### config.mk
export PLATFORM = sky130hd
export DESIGN_NAME = sd_reg_bank
export DESIGN_NICKNAME = d
export VERILOG_FILES = /design/src/rtl/sd_reg_pkg.sv /design/src/rtl/sd_reg_cell.sv /design/src/rtl/sd_reg_bank.sv
export SDC_FILE = /design/constraint.sdc
export NUM_CORES = 1
export LEC_CHECK = 0
export ABC_AREA = 1
export CAP_MARGIN = 10
export CORE_UTILIZATION = 41
export DETAILED_ROUTE_END_ITERATION = 8
export GPL_TIMING_DRIVEN = 0
export PLACE_DENSITY = 0.74
export SLEW_MARGIN = 40
export SYNTH_ARGS = -nofsm -noshare
export SYNTH_HDL_FRONTEND = slang
export SYNTH_SLANG_ARGS = --single-unit
### constraint.sdc
create_clock -name clk -period 2 [get_ports clk]
set_input_delay 0.3 -clock clk [delete_from_list [all_inputs] [get_ports clk]]
set_output_delay 0.3 -clock clk [all_outputs]
set_load 0.02 [all_outputs]
### src/rtl/sd_reg_pkg.sv
// Shared types for the SD host register bank: handshake FSM states and
// per-register host access modes.
package sd_reg_pkg;

  typedef enum logic [1:0] {
    ST_IDLE,
    ST_WAIT,
    ST_ACK,
    ST_HOLD
  } state_t;

  typedef enum logic [1:0] {
    ACC_RW,
    ACC_RO,
    ACC_W1C
  } acc_t;

endpackage

### src/rtl/sd_reg_cell.sv
// One bank register: host write and hardware update merged according to the
// register's access mode, with host-over-hw (RW) and set-over-clear (W1C) priority.
module sd_reg_cell
  import sd_reg_pkg::*;
#(
  parameter int                    DATA_WIDTH = 8,
  parameter acc_t                  ACC        = ACC_RW,
  parameter logic [DATA_WIDTH-1:0] RESET_VAL  = '0
) (
  input  logic                  clk,
  input  logic                  reset,
  input  logic                  host_we,
  input  logic [DATA_WIDTH-1:0] host_data,
  input  logic                  hw_set,
  input  logic [DATA_WIDTH-1:0] hw_data,
  output logic [DATA_WIDTH-1:0] q
);

  always_ff @(posedge clk or negedge reset) begin
    if (!reset) begin
      q <= RESET_VAL;
    end else begin
      case (ACC)
        ACC_RW: begin
          if (host_we)     q <= host_data;
          else if (hw_set) q <= hw_data;
        end
        ACC_RO: begin
          if (hw_set) q <= hw_data;
        end
        default: begin
          // Clear first, then OR the set so a same-edge set wins per bit.
          q <= (q & ~(host_we ? host_data : '0)) | (hw_set ? hw_data : '0);
        end
      endcase
    end
  end

endmodule

### src/rtl/sd_reg_bank.sv
// Host-facing SD register bank: four-phase req/ack FSM with programmable ack
// latency, address decode, read mux and per-register cells.
module sd_reg_bank
  import sd_reg_pkg::*;
#(
  parameter int                              DATA_WIDTH   = 8,
  parameter int                              ADDR_WIDTH   = 4,
  parameter int                              NUM_REGS     = 16,
  parameter int                              ACK_LATENCY  = 1,
  parameter logic [DATA_WIDTH*NUM_REGS-1:0]  RESET_VALUES = '0,
  parameter logic [NUM_REGS-1:0]             RO_MASK      = '0,
  parameter logic [NUM_REGS-1:0]             W1C_MASK     = '0
) (
  input  logic                           clk,
  input  logic                           reset,
  input  logic                           req,
  input  logic                           wnr,
  input  logic [ADDR_WIDTH-1:0]          address,
  input  logic [DATA_WIDTH-1:0]          data_in,
  input  logic [NUM_REGS-1:0]            hw_set,
  input  logic [DATA_WIDTH*NUM_REGS-1:0] hw_data,
  output logic                           ack,
  output logic                           err,
  output logic [DATA_WIDTH-1:0]          data_out,
  output logic [NUM_REGS-1:0]            wr_pulse,
  output logic [DATA_WIDTH*NUM_REGS-1:0] mem_data_out
);

  localparam logic [ADDR_WIDTH:0] NUM_REGS_W = NUM_REGS[ADDR_WIDTH:0];

  state_t                  state_reg;
  logic [1:0]              cnt_reg;
  logic                    wnr_reg;
  logic [ADDR_WIDTH-1:0]   addr_reg;
  logic [DATA_WIDTH-1:0]   data_reg;

  logic                    commit;
  logic                    cur_wnr;
  logic [ADDR_WIDTH-1:0]   cur_addr;
  logic [DATA_WIDTH-1:0]   cur_data;
  logic                    addr_ok;
  logic [NUM_REGS-1:0]     sel;
  logic [NUM_REGS-1:0]     host_we;
  logic [DATA_WIDTH-1:0]   regs [NUM_REGS];
  logic [DATA_WIDTH-1:0]   rd_data;

  // With a latency of one the access commits on the accepting edge, so the
  // live bus is used; otherwise the latched copy is.
  always_comb begin
    cur_wnr  = (state_reg == ST_IDLE) ? wnr     : wnr_reg;
    cur_addr = (state_reg == ST_IDLE) ? address : addr_reg;
    cur_data = (state_reg == ST_IDLE) ? data_in : data_reg;
    commit   = ((state_reg == ST_IDLE) && req && (ACK_LATENCY == 1)) ||
               ((state_reg == ST_WAIT) && (cnt_reg == 2'd0));
    addr_ok  = ({1'b0, cur_addr} < NUM_REGS_W);
  end

  generate
    for (genvar gi = 0; gi < NUM_REGS; gi++) begin : g_reg
      localparam logic [ADDR_WIDTH-1:0] IDX = ADDR_WIDTH'(gi);
      localparam acc_t ACC_MODE = RO_MASK[gi]  ? ACC_RO  :
                                  W1C_MASK[gi] ? ACC_W1C : ACC_RW;

      assign sel[gi]     = (cur_addr == IDX);
      assign host_we[gi] = commit && cur_wnr && sel[gi];

      sd_reg_cell #(
        .DATA_WIDTH (DATA_WIDTH),
        .ACC        (ACC_MODE),
        .RESET_VAL  (RESET_VALUES[DATA_WIDTH*gi +: DATA_WIDTH])
      ) u_cell (
        .clk       (clk),
        .reset     (reset),
        .host_we   (host_we[gi]),
        .host_data (cur_data),
        .hw_set    (hw_set[gi]),
        .hw_data   (hw_data[DATA_WIDTH*gi +: DATA_WIDTH]),
        .q         (regs[gi])
      );

      assign mem_data_out[DATA_WIDTH*gi +: DATA_WIDTH] = regs[gi];
    end
  endgenerate

  always_comb begin
    rd_data = '0;
    for (int i = 0; i < NUM_REGS; i++) begin
      if (sel[i]) rd_data = regs[i];
    end
  end

  always_ff @(posedge clk or negedge reset) begin
    if (!reset) begin
      state_reg <= ST_IDLE;
      cnt_reg   <= '0;
      wnr_reg   <= 1'b0;
      addr_reg  <= '0;
      data_reg  <= '0;
      ack       <= 1'b0;
      err       <= 1'b0;
      data_out  <= '0;
      wr_pulse  <= '0;
    end else begin
      ack      <= 1'b0;
      err      <= 1'b0;
      wr_pulse <= '0;
      if (commit) begin
        ack      <= 1'b1;
        err      <= !addr_ok;
        wr_pulse <= host_we & ~RO_MASK;
        if (!cur_wnr) data_out <= addr_ok ? rd_data : '0;
      end
      case (state_reg)
        ST_IDLE: begin
          if (req) begin
            wnr_reg  <= wnr;
            addr_reg <= address;
            data_reg <= data_in;
            if (ACK_LATENCY == 1) begin
              state_reg <= ST_ACK;
            end else begin
              state_reg <= ST_WAIT;
              cnt_reg   <= 2'(ACK_LATENCY - 2);
            end
          end
        end
        ST_WAIT: begin
          if (cnt_reg == 2'd0) state_reg <= ST_ACK;
          else                 cnt_reg   <= cnt_reg - 2'd1;
        end
        ST_ACK:  state_reg <= ST_HOLD;
        default: if (!req) state_reg <= ST_IDLE;
      endcase
    end
  end

endmodule
==> impl_metrics.toml, run 1 <==
[logic_synthesis]
synth_edf_count = 0
synth_common_cells = "dfrtp_1 (170), inv_1 (169), nand3_1 (158)"
syn_nets = 1187
synthArstFlopShare_pct = 100
yosysUniqueCellTypes = 35
synth_ff_type = "dfrtp_1"
yosysMostFrequentCell = "dfrtp_1"
syn_inst = 1026
yosys.area.top_type = "dfrtp_1"
ys_seq_area_share_pct = 48.4
netlist_area_sq_um = 8790
ys_top_cells_by_area = "dfrtp_1 (48%), o221ai_1 (13%), nand3_1 (9.0%)"
avgSynthCellArea_sq_um = 8.57
yosys_warnings = 0
synth_top_area_share_pct = 48.4
yosys_register_bits = 170

[pwr]
power_per_cell_area_nw_per_um2 = 1150
p_leak_nw = 6.87
ir_drop_uv = 621

[routing]
avgViaCountPerCell = 5.81
dr.first_iter.drc_count = 746
wl_microns = 39500
antenna_left = 0
drtPass1Iterations = 5
vias = 10129
drc = 0
wl_per_cell_microns = 22.7

[timing]
max-slew-margin-rel_pct = 51.2
layout_setup_ws_ns = -0.610
slew_violations = 0
tightest_slew_ns = 0.732
max_freq_mhz = 383
min_period_ns = 2.61
worst_clock_skew_ns = 0.00945
fin_crit_sh_pct = 131
rsz0062_at_grt = "yes"
hold_viol_final = 0
setup_viol = 131
whs_ns = 0.290

[outcome]
violations = "negative setup slack"
outcome = "finished with violations"

[global_routing]
grt_pass1_wl_microns = 54900
grt_pass1_vias = 9487
track_usage_pct = 33.5
grt_overflow_total = 0
antenna_found_initial = 2
grt_max_degree = 75

[die]
dieArea_sq_um = 22000
die_x_microns = 148
initial_utilization_pct = 41.8
ioPinCount = 314
rows = 53
die_h_microns = 148
core_sq_um = 21000

[clock_tree]
htree_levels = 4
clock-sinks = 170
path_clk_slew_ns = 0.07
cts_root_buffer = "clkbuf_16"
cts_tree = "built"
clock_latency_ns = 0.43
numCtsBuffers = 17
clock_path_buffers = 2

[critical_path]
crit_arrival_ns = 2.93
cp-end-kind = "flip-flop"
r2r_start = "state_reg[1]$_DFFE_PN0P_"
reg2reg_depth = 15
crit_fanout = 8
worstSetupPathType = "reg2reg"
reg2reg_slack_ns = -0.61
rr_endpoint = "data_out[2]$_DFFE_PN0P_"
crit_path_start_kind = "flip-flop"
cp.required_ns = 2.32
crit_start = "state_reg[1]$_DFFE_PN0P_"

[finish]
postLayoutCoreUtil_pct = 73.6
drive_gt1_share_pct = 30.6
nets = 1615
finalInstanceArea_sq_um = 15500
largest_reg_flops = 128
largest_register = "g.u_cell.q"
reg_top3 = "g.u_cell.q x128, wr_pulse x16"
areaGrowthSynthToFinish_pct = 76.0

[worst_hold_path]
hold_start = "hw_set[4]"
min_to = "g_reg[4].u_cell.q[4]$_DFFE_PN0P_"
min_path_cells = 3
hp-class = "in2reg"

[run]
max_cap_viol_count = 0

[placement]
portBuffers = 296
detailed_place_hpwl_microns = 25500
finalWeightedCongestion = 0.902
placed_area_sq_um = 12200
[timing repair]
item                       4_1_cts  5_1_grt
gates resized for setup        173      213
cloned                           4        4
pin swaps                       46       80
hold endpoints to repair        36        0
setup endpoints to repair      136      136
buffers inserted                51       55
hold buffers                     1        0
[how the worst max path moves through the flow]
| stage | endpoint | slack [ns] | cells past startpoint |
|---|---|---|---|
| floorplan | g_reg[11].u_cell.q[0]$_DFFE_PN0P_ | 0.02 | 13 |
| global placement | state_reg[0]$_DFFE_PN0P_ | -6.50 | 1 |
| detailed placement | data_out[0]$_DFFE_PN0P_ | -0.76 | 17 |
| CTS | data_out[6]$_DFFE_PN0P_ | -0.48 | 16 |
| global route | data_out[2]$_DFFE_PN0P_ | -0.76 | 15 |
| finish | data_out[2]$_DFFE_PN0P_ | -0.61 | 15 |
[area by class of cell]
type / instances / area [sq um]
Antenna cell: 1 / 2.50
Sequential cell: 170 / 4260
Clock buffer: 21 / 470
Timing Repair Buffer: 413 / 4180
Fill cell: 1441 / 5550
Tap cell: 275 / 344
Buffer: 59 / 520
Multi-Input combinational cell: 605 / 4760
Clock inverter: 11 / 156
Inverter: 188 / 774
[cells in the final DEF, fill, tap and decap left out, drive strengths merged]
cell type      count
nand4             22
mux2i              1
o21ai             33
a21oi             16
o221ai           128
or2               16
conb               1
nand3            158
nor2              70
inv              191
clkinvlp           3
dlygate4sd3        1
clkbuf            43
nand2            155
buf              154
ha                 1
diode              1
clkinv             2
bufinv             3
dfrtp            170
xor2               1
clkdlybuf4s50    295
mux2               2
o31ai              1
[critical path: stages (launching register included)]
cell	delay, ns
dfrtp_2	0.44
nor2_4	0.19
buf_12	0.15
nand2_4	0.06
o21ai_4	0.13
nor2_4	0.12
nand2_2	0.15
inv_2	0.12
a21oi_1	0.18
nand4_1	0.15
nand2_1	0.14
nand4_1	0.23
nor2_1	0.18
nand4_1	0.13
nand2_1	0.08
nand2_1	0.04
[routing by layer]
metal	track usage, %	vias up	share of wire, %
li1	-	4398	-
met1	44.3	4959	38
met2	52.4	629	47
met3	7.70	141	9.3
met4	15.0	2	5.4
met5	0	-	0.035
[power breakdown]
part,internal [mW],switching [mW]
registers,3.99,0.560
clock network,2.09,1.49
logic,3.95,5.73
total,10.0,7.78
[through the flow]
step	setup WS (ns)	power [mW]	cells	setup TNS, ns
after floorplan	0.0232	7.68	1026	0
after global placement	-6.50	10.6	1597	-1201.39
after detailed placement	-0.759	10.8	1600	-68.22
after CTS	-0.479	16.0	1684	-18.50
after global routing	-0.761	18.4	1743	-38.85
final	-0.610	17.8	1743	-26.43
[cells by family (layout without fill, tap and decap cells)]
| family | Yosys count | count (layout) | synth area share, % |
|---|---|---|---|
| multiplexers | 3 | 3 | 0.370 |
| flip-flops | 170 | 170 | 48.4 |
| adder cells (fa/ha/maj) | 1 | 1 | 0.142 |
| AO/OA/AOI/OAI | 178 | 178 | 15.9 |
| XOR/XNOR | 1 | 1 | 0.0996 |
| AND/OR/NAND/NOR | 420 | 421 | 23.5 |
| other | 1 | 2 | 0.0427 |
| buffers and inverters | 252 | 692 | 11.5 |
(Power assumes the default switching activity.)
==> inputs of run 2 (changes only) <==
- CORE_MARGIN: unset -> 10
==> impl_metrics.toml, run 2 (synthesis results as in run 1) <==
[critical_path]
crit_buf_inv = 2
crit_path_start_kind = "flip-flop"
cp.required_ns = 2.34
cp_cell_sequence = "nor2_4 -> buf_6 -> nand2_4 -> o21ai_4 -> nor2_4 -> buf_6 -> nand3_4 -> nand3_4 -> nor2_4 -> nand4_1 -> nand2_1 -> nand4_1 -> nor2_1 -> nand4_1 -> nand2_1 -> nand2_1"
cp-end-kind = "flip-flop"
critPathTopFamily = "simple AND/OR/NAND/NOR gates"
cp.depth = 16
reg2reg_depth = 16
reg2reg_slack_ns = -0.65
crit_arrival_ns = 2.99
crit_fanout = 6
worst_path_max_delay_cell = "dfrtp_2"
r2r_start = "state_reg[1]$_DFFE_PN0P_"
cp-endpoint = "data_out[2]$_DFFE_PN0P_"
rr_endpoint = "data_out[2]$_DFFE_PN0P_"
worstSetupPathType = "reg2reg"
slowest_delay_ns = 0.45
crit_start = "state_reg[1]$_DFFE_PN0P_"

[timing]
tightest_slew_ns = 0.703
tns_ns = -39.10
setup_viol = 137
fin_crit_sh_pct = 133
hold_viol_final = 0
rsz0062_at_grt = "yes"
layout_setup_ws_ns = -0.652
slew_violations = 0
worst_clock_skew_ns = 0.00977
max-slew-margin-rel_pct = 53.1
max_freq_mhz = 377
min_period_ns = 2.65

[routing]
wl_per_cell_microns = 25.3
avgViaCountPerCell = 5.78
drtPass1Iterations = 6
wl_microns = 44900
dr.first_iter.drc_count = 1290
vias = 10265
antenna_left = 0
drc = 0

[global_routing]
grt_pass1_wl_microns = 61100
grt_pass1_vias = 10119
antenna_found_initial = 1
grt_overflow_total = 0
track_usage_pct = 28.2
grt_max_degree = 74

[worst_hold_path]
hp-class = "in2reg"

[outcome]
outcome = "finished with violations"
violations = "negative setup slack"

[pwr]
p_leak_nw = 7.10
power_per_cell_area_nw_per_um2 = 1170
ir_drop_uv = 708

[finish]
multi_input_area_sq_um = 4990
reg_top3 = "g.u_cell.q x128, wr_pulse x16"
nets = 1647
layout_common_cells = "clkdlybuf4s50_1 (295), dfrtp_1 (168), inv_1 (157)"
largest_reg_flops = 128
final_common_cell = "clkdlybuf4s50_1"
fillCellCount = 1387
areaGrowthSynthToFinish_pct = 82.4
final_cell_count_no_fill = 1775
largest_register = "g.u_cell.q"
drive_gt1_share_pct = 34.0
ff_latch_area_sq_um = 4260

[clock_tree]
cts_tree = "built"
cts_root_buffer = "clkbuf_16"
path_clk_slew_ns = 0.07
clock_path_buffers = 2
clock_latency_ns = 0.44
clock-sinks = 170
numCtsBuffers = 17
htree_levels = 4

[placement]
portBuffers = 296
place_inst = 1599
detailed_place_hpwl_microns = 28400
finalWeightedCongestion = 0.939

[die]
dieArea_sq_um = 27700
core_sq_um = 21100
die_h_microns = 166
initial_utilization_pct = 41.7
rows = 53
die_x_microns = 166
ioPinCount = 314

[run]
max_cap_viol_count = 0
run 2: per-layer routing:
metal,vias to the layer above,wire (microns),global-route usage [%]
li1,4455,-,-
met1,5095,17300,34.4
met2,597,21600,46.4
met3,118,3960,7.77
met4,0,2090,10.9
met5,-,0,0
run 2: how the worst min path moves through the flow:
stage / startpoint / endpoint / slack (ns) / cells after the start
after global placement: data_out[4]$_DFFE_PN0P_ / data_out[4]$_DFFE_PN0P_ / 0.46 / 2
after CTS: hw_set[8] / g_reg[8].u_cell.q[2]$_DFFE_PN0P_ / 0.27 / 3
after floorplan: reset / ack$_DFF_PN0_ / 0.004 / 0
after global routing: reset / wr_pulse[8]$_DFF_PN0_ / 0.31 / 2
final: hw_set[7] / g_reg[7].u_cell.q[6]$_DFFE_PN0P_ / 0.28 / 3
after detailed placement: reset / wr_pulse[8]$_DFF_PN0_ / 0.18 / 1
run 2: cell type report:
cell class / instances / area share, %
flip-flops and latches: 170 / 26.5
diodes: 1 / 0.0156
well taps: 275 / 2.15
plain buffers: 59 / 3.56
multi-input cells: 605 / 31.1
clock inverters: 11 / 0.983
repair buffers: 445 / 27.9
inverters: 188 / 4.88
clock buffers: 21 / 2.87
run 2: worst register-to-register path, stage by stage, from the launching register on:
cell,delay (ns)
dfrtp_2,0.45
nor2_4,0.22
buf_6,0.17
nand2_4,0.06
o21ai_4,0.12
nor2_4,0.12
buf_6,0.16
nand3_4,0.08
nand3_4,0.09
nor2_4,0.13
nand4_1,0.14
nand2_1,0.13
nand4_1,0.23
nor2_1,0.17
nand4_1,0.13
nand2_1,0.10
nand2_1,0.05
run 2: timing repair:
item / CTS / global route
gates resized for setup: 211 / 235
hold buffers: 1 / 0
endpoints found under the hold margin: 28 / 0
cloned: 8 / 5
pin swaps: 44 / 77
setup buffers: 71 / 67
setup endpoints to repair: 144 / 136
run 2: metrics by stage:
stage / cell area, sq um / hold slack, ns / setup slack, ns / util, % / power (mW)
final: 16000 / 0.279 / -0.652 / 76.0 / 18.7
after global routing: 16000 / 0.309 / -0.697 / 76.0 / 19.2
after CTS: 14400 / 0.272 / -0.486 / 68.1 / 16.5
after detailed placement: 12200 / 0.179 / -0.794 / 57.8 / 10.8
after global placement: 12100 / 0.463 / -6.62 / 57.4 / 10.7
after floorplan: 8790 / 0.00441 / 0.0232 / - / 7.68
run 2: power breakdown:
group | total (mW) | internal [mW] | leakage [nW] | switching [mW]
Clock | 3.60 | 2.06 | 0.289 | 1.55
Combinational | 10.5 | 4.39 | 4.71 | 6.15
Sequential | 4.56 | 3.99 | 2.10 | 0.565
==> inputs of run 3 (changes only) <==
- CORE_ASPECT_RATIO: unset -> 0.6
==> impl_metrics.toml, run 3 (synthesis results as in run 1) <==
[clock_tree]
path_clk_slew_ns = 0.07
numCtsBuffers = 17
clock-sinks = 170
cts_tree = "built"
clock_latency_ns = 0.45
cts_root_buffer = "clkbuf_16"
htree_levels = 4
clock_path_buffers = 2

[routing]
wl_microns = 45000
drtPass1Iterations = 5
vias = 10230
antenna_left = 0
avgViaCountPerCell = 5.80
wl_per_cell_microns = 25.5
drc = 0
dr.first_iter.drc_count = 1183

[worst_hold_path]
hp-class = "in2reg"

[die]
ioPinCount = 314
rows = 41
initial_utilization_pct = 41.8
die_h_microns = 133
core_sq_um = 21000
die_x_microns = 209
dieArea_sq_um = 27900

[timing]
max-slew-margin-rel_pct = 40.5
tightest_slew_ns = 0.892
max_freq_mhz = 377
worst_clock_skew_ns = 0.00999
fin_crit_sh_pct = 133
setup_viol = 151
slew_violations = 0
rsz0062_at_grt = "yes"
min_period_ns = 2.65
layout_setup_ws_ns = -0.654
whs_ns = 0.281
hold_viol_final = 0

[finish]
reg_top3 = "g.u_cell.q x128, wr_pulse x16"
drive_gt1_share_pct = 34.1
areaGrowthSynthToFinish_pct = 80.1
largest_reg_flops = 128
nets = 1631
layout_common_cells = "clkdlybuf4s50_1 (295), dfrtp_1 (169), inv_1 (159)"
largest_register = "g.u_cell.q"
final_common_cell = "clkdlybuf4s50_1"
finalInstanceArea_sq_um = 15800

[placement]
finalWeightedCongestion = 0.928
detailed_place_hpwl_microns = 29600
pre_cts_ws_ns = -0.826
portBuffers = 296
placed_area_sq_um = 12200

[global_routing]
antenna_found_initial = 3
grt_max_degree = 73
grt_pass1_vias = 10005
track_usage_pct = 29.2
grt_pass1_wl_microns = 62100
grt_overflow_total = 0

[critical_path]
rr_endpoint = "data_out[7]$_DFFE_PN0P_"
crit_path_start_kind = "flip-flop"
crit_arrival_ns = 2.98
crit_fanout = 6
worstSetupPathType = "reg2reg"
cp.required_ns = 2.33
r2r_start = "state_reg[1]$_DFFE_PN0P_"
reg2reg_slack_ns = -0.65
reg2reg_depth = 16
crit_start = "state_reg[1]$_DFFE_PN0P_"
cp-end-kind = "flip-flop"
cp-endpoint = "data_out[7]$_DFFE_PN0P_"

[pwr]
power_per_cell_area_nw_per_um2 = 1130
combPwrFrac_pct = 56.0
p_int_mw = 9.82
p_seq_share_pct = 25.4
p_clk_share_pct = 18.6
p_sw_share_pct = 45.3
ir_drop_uv = 751
p_switching_mw = 8.12
p_leak_nw = 6.96

[outcome]
violations = "negative setup slack"
outcome = "finished with violations"

[run]
max_cap_viol_count = 0
-- run 3: worst min path at each step --
stage	from	endpoint	cells past startpoint
final	hw_set[0]	g_reg[0].u_cell.q[5]$_DFFE_PN0P_	3
after global placement	data_reg[6]$_DFFE_PN0P_	data_reg[6]$_DFFE_PN0P_	2
after detailed placement	reset	wr_pulse[12]$_DFF_PN0_	1
after floorplan	reset	ack$_DFF_PN0_	0
after global routing	hw_set[0]	g_reg[0].u_cell.q[5]$_DFFE_PN0P_	3
after CTS	hw_set[8]	g_reg[8].u_cell.q[7]$_DFFE_PN0P_	3
-- run 3: repair_timing --
item | 4_1_cts | 5_1_grt
cloned | 6 | 5
setup buffers | 79 | 48
pin swaps | 38 | 61
hold buffers | 1 | 0
resized for setup | 294 | 145
setup endpoints to repair | 143 | 139
endpoints found under the hold margin | 50 | 0
-- run 3: power groups by stage --
| stage | combinational (mW) | sequential [mW] | clock [mW] |
|---|---|---|---|
| 6_report | 10.0 | 4.57 | 3.33 |
| 3_3_place_gp | 6.18 | 4.51 | 0 |
| 3_5_place_dp | 6.33 | 4.54 | 0 |
| 5_1_grt | 10.4 | 4.62 | 3.47 |
| 4_1_cts | 8.49 | 4.52 | 3.29 |
| 2_1_floorplan | 2.78 | 4.90 | 0 |
-- run 3: routing by layer --
metal | up-vias | part of all wire, % | track usage (%) | wire (microns)
li1 | 4426 | - | - | -
met1 | 5068 | 41 | 37.0 | 18600
met2 | 631 | 45 | 43.8 | 20200
met3 | 103 | 10 | 11.8 | 4640
met4 | 2 | 3.5 | 10.6 | 1570
met5 | - | 0.029 | 0 | 13
-- run 3: stage by stage --
stage / power, mW / cells / util, % / setup TNS [ns]
final: 17.9 / 1764 / 75.3 / -72.98
after global routing: 18.5 / 1764 / 75.3 / -85.01
after CTS: 16.3 / 1712 / 70.0 / -30.96
after detailed placement: 10.9 / 1603 / 58.0 / -73.84
after global placement: 10.7 / 1601 / 57.5 / -1204.69
after floorplan: 7.68 / 1026 / - / 0
-- run 3: final cells by class --
cell class                 instances  area [sq um]
antenna                            2          5.00
tap                              279           349
timing repair buffer             428          4270
fill                            1438          5200
inverter                         188           748
buffer                            59           579
multi-input combinational        606          5050
sequential                       170          4260
clock inverter                    13           120
clock buffer                      19           453
-- run 3: worst max-delay path, stage by stage, from the launching register on --
cell	delay [ns]
dfrtp_2	0.44
nor2_4	0.23
buf_6	0.15
nand2_4	0.05
o21ai_4	0.14
buf_12	0.16
nor2_4	0.06
nand3_2	0.08
nand3_2	0.08
nor2_2	0.15
nand4_1	0.11
nand2_1	0.13
nand4_1	0.25
nor2_1	0.21
nand4_1	0.13
nand2_1	0.08
nand2_1	0.07
